### config.mk
export PLATFORM = sky130hd
export DESIGN_NAME = ctrl_seq
export DESIGN_NICKNAME = d
export VERILOG_FILES = /design/src/rtl/ctrl_seq_pkg.sv /design/src/rtl/ctrl_seq_decode.sv /design/src/rtl/ctrl_seq.sv
export SDC_FILE = /design/constraint.sdc
export NUM_CORES = 1
export LEC_CHECK = 0
export CAP_MARGIN = 25
export CORE_MARGIN = 2
export CORE_UTILIZATION = 32
export DETAILED_ROUTE_END_ITERATION = 12
export GPL_TIMING_DRIVEN = 0
export SYNTH_ARGS = -nofsm -noshare
export SYNTH_HDL_FRONTEND = slang
export SYNTH_HIERARCHICAL = 1
export SYNTH_SLANG_ARGS = --single-unit
### constraint.sdc
create_clock -name clk -period 6.8 [get_ports clk]
set_clock_uncertainty 0.15 [all_clocks]
set_input_delay 1.02 -clock clk [delete_from_list [all_inputs] [get_ports clk]]
set_output_delay 1.02 -clock clk [all_outputs]
set_load 0.01 [all_outputs]
### src/rtl/ctrl_seq_pkg.sv
// ctrl_seq_pkg: ISA opcodes, ALU op codes, FSM states, instruction classes and field positions
// shared by the sequencer top and its decoder.
package ctrl_seq_pkg;

  localparam int INSTR_W = 16;

  localparam int OPC_MSB = 15;
  localparam int OPC_LSB = 12;
  localparam int OP3_MSB = 11;
  localparam int OP3_LSB = 8;
  localparam int OP2_MSB = 7;
  localparam int OP2_LSB = 4;
  localparam int IMM_MSB = 3;
  localparam int IMM_LSB = 0;
  localparam int JMP_MSB = 11;
  localparam int JMP_LSB = 0;
  localparam int JMP_W   = JMP_MSB - JMP_LSB + 1;

  localparam logic [3:0] REG_NONE = 4'hf;

  typedef enum logic [3:0] {
    OPC_ADD  = 4'd0,
    OPC_ADDI = 4'd1,
    OPC_SUB  = 4'd2,
    OPC_SUBI = 4'd3,
    OPC_MULT = 4'd4,
    OPC_SW   = 4'd5,
    OPC_LW   = 4'd6,
    OPC_LT   = 4'd7,
    OPC_NAND = 4'd8,
    OPC_DIV  = 4'd9,
    OPC_MOD  = 4'd10,
    OPC_LTE  = 4'd11,
    OPC_BLT  = 4'd12,
    OPC_BLE  = 4'd13,
    OPC_BEQ  = 4'd14,
    OPC_JUMP = 4'd15
  } opcode_e;

  typedef enum logic [2:0] {
    ALU_ADD  = 3'd0,
    ALU_SUB  = 3'd1,
    ALU_MULT = 3'd2,
    ALU_NAND = 3'd3,
    ALU_DIV  = 3'd4,
    ALU_MOD  = 3'd5,
    ALU_LT   = 3'd6,
    ALU_LTE  = 3'd7
  } alu_op_e;

  typedef enum logic [2:0] {
    ST_IDLE   = 3'd0,
    ST_FETCH  = 3'd1,
    ST_DECODE = 3'd2,
    ST_EXEC   = 3'd3,
    ST_MEM    = 3'd4,
    ST_WB     = 3'd5,
    ST_BRANCH = 3'd6,
    ST_HALT   = 3'd7
  } state_e;

  typedef enum logic [1:0] {
    CLS_ALU    = 2'd0,
    CLS_MEM    = 2'd1,
    CLS_BRANCH = 2'd2
  } instr_cls_e;

  function automatic alu_op_e muldiv_alu_op(input opcode_e opc);
    case (opc)
      OPC_DIV: return ALU_DIV;
      OPC_MOD: return ALU_MOD;
      default: return ALU_MULT;
    endcase
  endfunction

endpackage

### src/rtl/ctrl_seq_decode.sv
// ctrl_seq_decode: purely combinational instruction field extraction and classification.
// MULT/DIV/MOD are legal only when CTRL_SEQ_MULDIV_EN is defined; otherwise they flag illegal.
module ctrl_seq_decode
  import ctrl_seq_pkg::*;
(
  input  logic [INSTR_W-1:0] instr_i,
  output logic [3:0]         op3_o,
  output logic [3:0]         op2_o,
  output logic [3:0]         imm_o,
  output logic [JMP_W-1:0]   jump_o,
  output logic [3:0]         reg_addr_a_o,
  output logic [3:0]         reg_addr_b_o,
  output logic [3:0]         reg_addr_c_o,
  output instr_cls_e         cls_o,
  output alu_op_e            alu_op_o,
  output logic               im_en_o,
  output logic               is_store_o,
  output logic               is_jump_o,
  output logic               br_eq_o,
  output logic               illegal_o
);

  opcode_e opcode;

  assign opcode       = opcode_e'(instr_i[OPC_MSB:OPC_LSB]);
  assign op3_o        = instr_i[OP3_MSB:OP3_LSB];
  assign op2_o        = instr_i[OP2_MSB:OP2_LSB];
  assign imm_o        = instr_i[IMM_MSB:IMM_LSB];
  assign jump_o       = instr_i[JMP_MSB:JMP_LSB];
  assign reg_addr_a_o = instr_i[IMM_MSB:IMM_LSB];
  assign reg_addr_b_o = instr_i[OP2_MSB:OP2_LSB];
  assign reg_addr_c_o = instr_i[OP3_MSB:OP3_LSB];

  always_comb begin
    cls_o      = CLS_ALU;
    alu_op_o   = ALU_ADD;
    im_en_o    = 1'b0;
    is_store_o = 1'b0;
    is_jump_o  = 1'b0;
    br_eq_o    = 1'b0;
    illegal_o  = 1'b0;
    case (opcode)
      OPC_ADD:  alu_op_o = ALU_ADD;
      OPC_ADDI: begin
        alu_op_o = ALU_ADD;
        im_en_o  = 1'b1;
      end
      OPC_SUB:  alu_op_o = ALU_SUB;
      OPC_SUBI: begin
        alu_op_o = ALU_SUB;
        im_en_o  = 1'b1;
      end
      OPC_MULT, OPC_DIV, OPC_MOD: begin
`ifdef CTRL_SEQ_MULDIV_EN
        alu_op_o = muldiv_alu_op(opcode);
`else
        illegal_o = 1'b1;
`endif
      end
      OPC_SW: begin
        cls_o      = CLS_MEM;
        im_en_o    = 1'b1;
        is_store_o = 1'b1;
      end
      OPC_LW: begin
        cls_o   = CLS_MEM;
        im_en_o = 1'b1;
      end
      OPC_LT:   alu_op_o = ALU_LT;
      OPC_NAND: alu_op_o = ALU_NAND;
      OPC_LTE:  alu_op_o = ALU_LTE;
      OPC_BLT: begin
        cls_o    = CLS_BRANCH;
        alu_op_o = ALU_LT;
      end
      OPC_BLE: begin
        cls_o    = CLS_BRANCH;
        alu_op_o = ALU_LTE;
      end
      OPC_BEQ: begin
        cls_o    = CLS_BRANCH;
        alu_op_o = ALU_SUB;
        br_eq_o  = 1'b1;
      end
      OPC_JUMP: begin
        cls_o     = CLS_BRANCH;
        is_jump_o = 1'b1;
      end
      default: cls_o = CLS_ALU;
    endcase
  end

endmodule

### src/rtl/ctrl_seq.sv
// ctrl_seq: fetch/decode/execute sequencer; 3 cycles per ALU/SW/branch, 4 per LW, +1 per memory wait state.
// Requests are held stable until mem_ack; build option CTRL_SEQ_MULDIV_EN enables MULT/DIV/MOD.
module ctrl_seq
  import ctrl_seq_pkg::*;
#(
  parameter int DATA_W = 16,
  parameter int ADDR_W = 16
) (
  input  logic              clk,
  input  logic              reset,
  input  logic              run_n,
  output logic              mem_req,
  output logic              mem_we,
  output logic [ADDR_W-1:0] mem_addr,
  output logic [DATA_W-1:0] mem_wdata,
  input  logic [DATA_W-1:0] mem_rdata,
  input  logic              mem_ack,
  output logic [3:0]        reg_addr_a,
  output logic [3:0]        reg_addr_b,
  output logic [3:0]        reg_addr_c,
  output logic              reg_we,
  output logic [DATA_W-1:0] reg_data_c,
  input  logic [DATA_W-1:0] reg_a,
  input  logic [DATA_W-1:0] reg_b,
  output logic [2:0]        alu_op,
  output logic [DATA_W-1:0] alu_op_a,
  input  logic [DATA_W-1:0] alu_out,
  input  logic [DATA_W-1:0] alu_status,
  output logic [ADDR_W-1:0] pc,
  output logic              halted,
  output logic              illegal
);

  state_e              state_q, state_d;
  logic [ADDR_W-1:0]   pc_q, pc_d;
  logic [INSTR_W-1:0]  instr_q, instr_d;
  logic [DATA_W-1:0]   data_q, data_d;
  logic                done;

  logic [3:0]          dec_op3, dec_op2, dec_imm;
  logic [JMP_W-1:0]    dec_jump;
  logic [3:0]          dec_ra, dec_rb, dec_rc;
  instr_cls_e          dec_cls;
  alu_op_e             dec_alu_op;
  logic                dec_im_en, dec_store, dec_jmp, dec_br_eq, dec_illegal;

  logic [ADDR_W-1:0]   pc_inc, br_target, jump_off, jump_target;
  logic [DATA_W-1:0]   imm_ext;
  logic                br_taken;

  ctrl_seq_decode u_decode (
    .instr_i      (instr_q),
    .op3_o        (dec_op3),
    .op2_o        (dec_op2),
    .imm_o        (dec_imm),
    .jump_o       (dec_jump),
    .reg_addr_a_o (dec_ra),
    .reg_addr_b_o (dec_rb),
    .reg_addr_c_o (dec_rc),
    .cls_o        (dec_cls),
    .alu_op_o     (dec_alu_op),
    .im_en_o      (dec_im_en),
    .is_store_o   (dec_store),
    .is_jump_o    (dec_jmp),
    .br_eq_o      (dec_br_eq),
    .illegal_o    (dec_illegal)
  );

  assign pc_inc      = pc_q + ADDR_W'(1);
  assign br_target   = pc_inc + ADDR_W'(dec_imm);
  assign jump_off    = ADDR_W'($signed(dec_jump));
  assign jump_target = pc_q + jump_off;
  assign imm_ext     = DATA_W'(dec_imm);
  // BEQ compares by subtraction (zero = equal); BLT/BLE report the compare result as 1.
  assign br_taken    = dec_br_eq ? (alu_status == '0) : (alu_status == DATA_W'(1));

  assign pc     = pc_q;
  assign halted = (state_q == ST_HALT);

  always_ff @(posedge clk) begin
    if (!reset) begin
      state_q <= ST_IDLE;
      pc_q    <= '0;
      instr_q <= '0;
      data_q  <= '0;
    end else begin
      state_q <= state_d;
      pc_q    <= pc_d;
      instr_q <= instr_d;
      data_q  <= data_d;
    end
  end

  always_comb begin
    state_d    = state_q;
    pc_d       = pc_q;
    instr_d    = instr_q;
    data_d     = data_q;
    done       = 1'b0;
    mem_req    = 1'b0;
    mem_we     = 1'b0;
    mem_addr   = '0;
    mem_wdata  = '0;
    reg_addr_a = REG_NONE;
    reg_addr_b = REG_NONE;
    reg_addr_c = REG_NONE;
    reg_we     = 1'b0;
    reg_data_c = '0;
    alu_op     = ALU_ADD;
    alu_op_a   = '0;
    illegal    = 1'b0;

    unique case (state_q)
      ST_IDLE: begin
        if (!run_n) state_d = ST_FETCH;
      end
      ST_FETCH: begin
        mem_req  = 1'b1;
        mem_addr = pc_q;
        if (mem_ack) begin
          instr_d = mem_rdata[INSTR_W-1:0];
          state_d = ST_DECODE;
        end
      end
      ST_DECODE: begin
        case (dec_cls)
          CLS_MEM:    state_d = ST_MEM;
          CLS_BRANCH: state_d = ST_BRANCH;
          default:    state_d = ST_EXEC;
        endcase
      end
      ST_EXEC: begin
        reg_addr_a = dec_ra;
        reg_addr_b = dec_rb;
        reg_addr_c = dec_rc;
        alu_op     = dec_alu_op;
        alu_op_a   = dec_im_en ? imm_ext : reg_a;
        reg_we     = !dec_illegal;
        reg_data_c = alu_out;
        illegal    = dec_illegal;
        pc_d       = pc_inc;
        done       = 1'b1;
      end
      ST_MEM: begin
        // Effective address is formed by the external ALU: imm + reg[op2].
        alu_op     = ALU_ADD;
        alu_op_a   = imm_ext;
        reg_addr_b = dec_op2;
        mem_req    = 1'b1;
        mem_addr   = alu_out[ADDR_W-1:0];
        if (dec_store) begin
          mem_we     = 1'b1;
          reg_addr_a = dec_op3;
          mem_wdata  = reg_a;
        end
        if (mem_ack) begin
          if (dec_store) begin
            pc_d = pc_inc;
            done = 1'b1;
          end else begin
            data_d  = mem_rdata;
            state_d = ST_WB;
          end
        end
      end
      ST_WB: begin
        reg_addr_c = dec_rc;
        reg_we     = 1'b1;
        reg_data_c = data_q;
        pc_d       = pc_inc;
        done       = 1'b1;
      end
      ST_BRANCH: begin
        reg_addr_a = dec_op3;
        reg_addr_b = dec_op2;
        alu_op     = dec_alu_op;
        alu_op_a   = reg_a;
        if (dec_jmp) begin
          if (dec_jump == '0) begin
            state_d = ST_HALT;
          end else begin
            pc_d = jump_target;
            done = 1'b1;
          end
        end else begin
          pc_d = br_taken ? br_target : pc_inc;
          done = 1'b1;
        end
      end
      ST_HALT: begin
        state_d = ST_HALT;
      end
      default: state_d = ST_IDLE;
    endcase

    if (done) state_d = run_n ? ST_IDLE : ST_FETCH;
  end

endmodule
==> implementation parameters <==
Parameter                              Value

Status
  Run status ... finished clean

Clock network
  Number of instances resized during post-cts repair ... 0
  Clock insertion delay at the later pin of the skew report ... 0.30 ns
  Largest buffer count on any clock path ... 2
  H-tree Lvls ... 2
  Total clock buffers created by CTS ... 5
  Clock tree root buffer cell ... sky130_fd_sc_hd__clkbuf_16
  Number of buffers added for setup after CTS ... 0
  Number of sinks driven by the clock tree ... 51
  Post-cts hold buffer count ... 0
  TritonCTS clock tree ... done
  Clock transition at the registers of the reported paths ... 0.08 ns

Floorplanning
  Effective utilization at floorplan ... 32.54%
  Number of ports placed on the die boundary ... 184
  Core ar. ... 15,830 um2
  Vertical extent of the die ... 130.9 um
  Total die area ... 17,120 um2
  Count of standard-cell rows ... 46
  Horizontal die dimension ... 130.9 um

Placement
  Gpl congestion ... 0.8874
  Dpl cell area ... 7107 um2
  Number of I/O port buffers ... 167
  Detailed Place HPWL ... 15.63 mm

Yosys
  Share of the synthesized area in the top cell type ... 19.83%
  Proportion of synthesized chip area in sequential cells ... 19.83%
  EDFF count, synth ... 0
  Library cell with the largest summed area after synthesis ... sky130_fd_sc_hd__dfxtp_1
  Gate count after technology mapping ... 690
  Mapped Avg Cell Area ... 7.464 um2
  Yosys cell types ... 71
  Post-synthesis cell area ... 5150 um2
  Top FF cell, synth ... sky130_fd_sc_hd__dfxtp_1
  Fraction of registers with async set or reset after synthesis ... 0%
  Yosys warning total ... 6
  Mapped Nets ... 797
  Flip-flop and latch count after synthesis ... 51
  Biggest area contributors in the synthesized netlist ... sky130_fd_sc_hd__dfxtp_1 (20%), sky130_fd_sc_hd__nand2_1 (7.5%), sky130_fd_sc_hd__a21oi_1 (6.2%), sky130_fd_sc_hd__buf_4 (6.1%), sky130_fd_sc_hd__a22o_1 (5.6%)

Route
  Mean routed wirelength per cell ... 17.93 um
  DR pass1 iterations ... 5
  Total routed wirelength ... 19.42 mm
  DRC ... 0
  Post-route ant nets ... 0
  Number of vias in the routed layout ... 5,656
  Initial DRC count ... 498
  Per-cell via count in the routed design ... 5.223

Power and ir drop
  Pwr/cell area ... 152.3 nW/um2
  Maximum VDD drop ... 106.6 uV
  Leakage ... 2.747 nW

Worst hold path
  Worst Hold Path EP ... data_q[12]$_SDFFE_PN0P_
  Worst hold start ... data_q[12]$_SDFFE_PN0P_
  Tightest Hold Check Type ... reg2reg
  Worst hold path cell count ... 2

Setup path
  Data arrival time at the worst-slack endpoint ... 3.21 ns
  Slack of the worst reg-to-reg path ... 3.30 ns
  Launching point of the worst reg2reg path ... pc[0]$_SDFFE_PN0P_
  Worst-path fanout max ... 10
  Worst reg-to-reg path cell count ... 11
  Worst flop-to-flop path endpoint ... pc[8]$_SDFFE_PN0P_
  Setup Crit Path Kind ... reg2out
  Data required time at the worst endpoint ... 5.63 ns
  Kind of capture point of the worst setup path ... output port
  Startpoint Class ... flip-flop

Global routing
  Number of antenna violations at the first check in global routing ... 0
  First-pass GRT wire length ... 29.74 mm
  Vias in the first global route ... 5,307
  Total global routing track utilization ... 22.49%
  Largest net degree at the start of global routing ... 17
  Overflow left after global routing ... 0

Timing
  Setup repair after global routing missed its margin ... no
  Transition time at the pin with the least slew margin ... 0.7841 ns
  Relative max-transition margin ... 47.53%
  Final period demand of the worst path ... 4.380 ns
  Maximum clock frequency ... 228.3 MHz
  Count of endpoints failing setup in the final report ... 0
  Portion of the clock cycle consumed by the worst path in the final layout ... 64.41%
  Total negative setup slack ... 0 ns
  Max Transition Viols Final ... 0
  Final Hold Vio Count ... 0
  Hold slack ... 0.3090 ns

Finish
  Synth-to-Final Area Change ... 40.84%
  Final Net Count ... 973
  Share of final-layout standard cells stronger than drive strength 1 ... 10.61%
  Final instance area ... 7253 um2
  Post-layout utilization of the core ... 45.83%
  Antenna cell count ... 0

Job
  Max-capacitance violation count ... 0
==> cells in the mapped netlist, types with 12 or more instances <==
cell	n
sky130_fd_sc_hd__nor3_1	14
sky130_fd_sc_hd__clkbuf_1	28
sky130_fd_sc_hd__nor2_1	37
sky130_fd_sc_hd__ha_1	21
sky130_fd_sc_hd__o21ai_0	29
sky130_fd_sc_hd__and2_1	35
sky130_fd_sc_hd__dfxtp_1	51
sky130_fd_sc_hd__mux2i_1	12
sky130_fd_sc_hd__xor2_1	14
sky130_fd_sc_hd__nand2_1	103
sky130_fd_sc_hd__xnor2_1	16
sky130_fd_sc_hd__buf_4	42
sky130_fd_sc_hd__a21oi_1	64
sky130_fd_sc_hd__a22o_1	33
sky130_fd_sc_hd__a21o_1	12
==> power by group <==
part	switching (W)	internal, W	leakage (nW)
registers	0.0000405	0.000323	0.412
logic	0.000241	0.000236	2.26
clock network	0.000125	0.000139	0.0710
==> metrics by stage <==
step	power [W]	setup slack (ns)	cells
CTS	0.001107	2.444	1083
finish	0.001104	2.420	1083
global route	0.001165	2.239	1083
detailed placement	0.0008433	2.766	1075
floorplan	0.0006478	3.696	690
global placement	0.0008406	2.586	1073
==> cells by family after synthesis <==
logic type,after synthesis,share of synthesized area (%)
XOR/XNOR,30,5.102
adder cells (fa/ha/maj),23,5.879
buffers and inverters,93,10.37
multiplexers,15,2.988
AND/OR/NAND/NOR,273,28.72
flip-flops,51,19.83
AO/OA/AOI/OAI,205,27.11
==> worst max-delay path by stage <==
stage / to / start / depth (start not counted)
detailed placement: mem_addr[5] / state_q[2]$_SDFFE_PN0P_ / 7
finish: mem_addr[6] / state_q[2]$_SDFFE_PN0P_ / 7
floorplan: pc[15]$_SDFFE_PN0P_ / alu_status[1] / 9
global route: mem_wdata[9] / instr_q[12]$_SDFFE_PN0P_ / 8
CTS: mem_addr[5] / state_q[2]$_SDFFE_PN0P_ / 7
global placement: mem_addr[5] / state_q[2]$_SDFFE_PN0P_ / 6
==> layer usage <==
layer / routed length (um) / up-vias / global-route usage, %
li1: - / 2812 / -
met1: 8896 / 2601 / 31.10
met2: 8883 / 223 / 37.84
met3: 1374 / 20 / 2.972
met4: 263 / 0 / 4.193
met5: 0 / - / 0
==> placed cells by master (no fill, tap or decap), drive strengths merged, types with 21 or more instances in the layout <==
cell type,netlist,routed
buf,54,55
a22o,33,33
a21oi,64,64
and2,35,35
nor2,39,39
o21ai,32,32
dfxtp,51,51
clkdlybuf4s50,0,167
ha,21,21
clkbuf,28,34
nand2,105,105
==> sequential cells by signal (all words and copies together) (netlist names) <==
signal	cells
data_q	16
instr_q	16
pc	16
state_q	3
==> worst max-delay path: stages (launching register included) <==
cell and delay (ns):
sky130_fd_sc_hd__dfxtp_1 0.31, sky130_fd_sc_hd__clkbuf_1 0.30, sky130_fd_sc_hd__nand2b_1 0.13, sky130_fd_sc_hd__clkbuf_1 0.29, sky130_fd_sc_hd__nor2_1 0.64, sky130_fd_sc_hd__clkbuf_1 0.47
sky130_fd_sc_hd__a22o_1 0.22, sky130_fd_sc_hd__clkdlybuf4s50_1 0.55
==> final cells by class <==
cell class	count	area [um2]
inverters	11	41.29
fillers	1631	8574
plain buffers	82	493.0
flip-flops and latches	51	1021
repair buffers	169	1687
clock buffers	6	128.9
well taps	216	270.3
clock inverters	2	17.52
multi-input cells	546	3595
(Power assumes the default switching activity.)
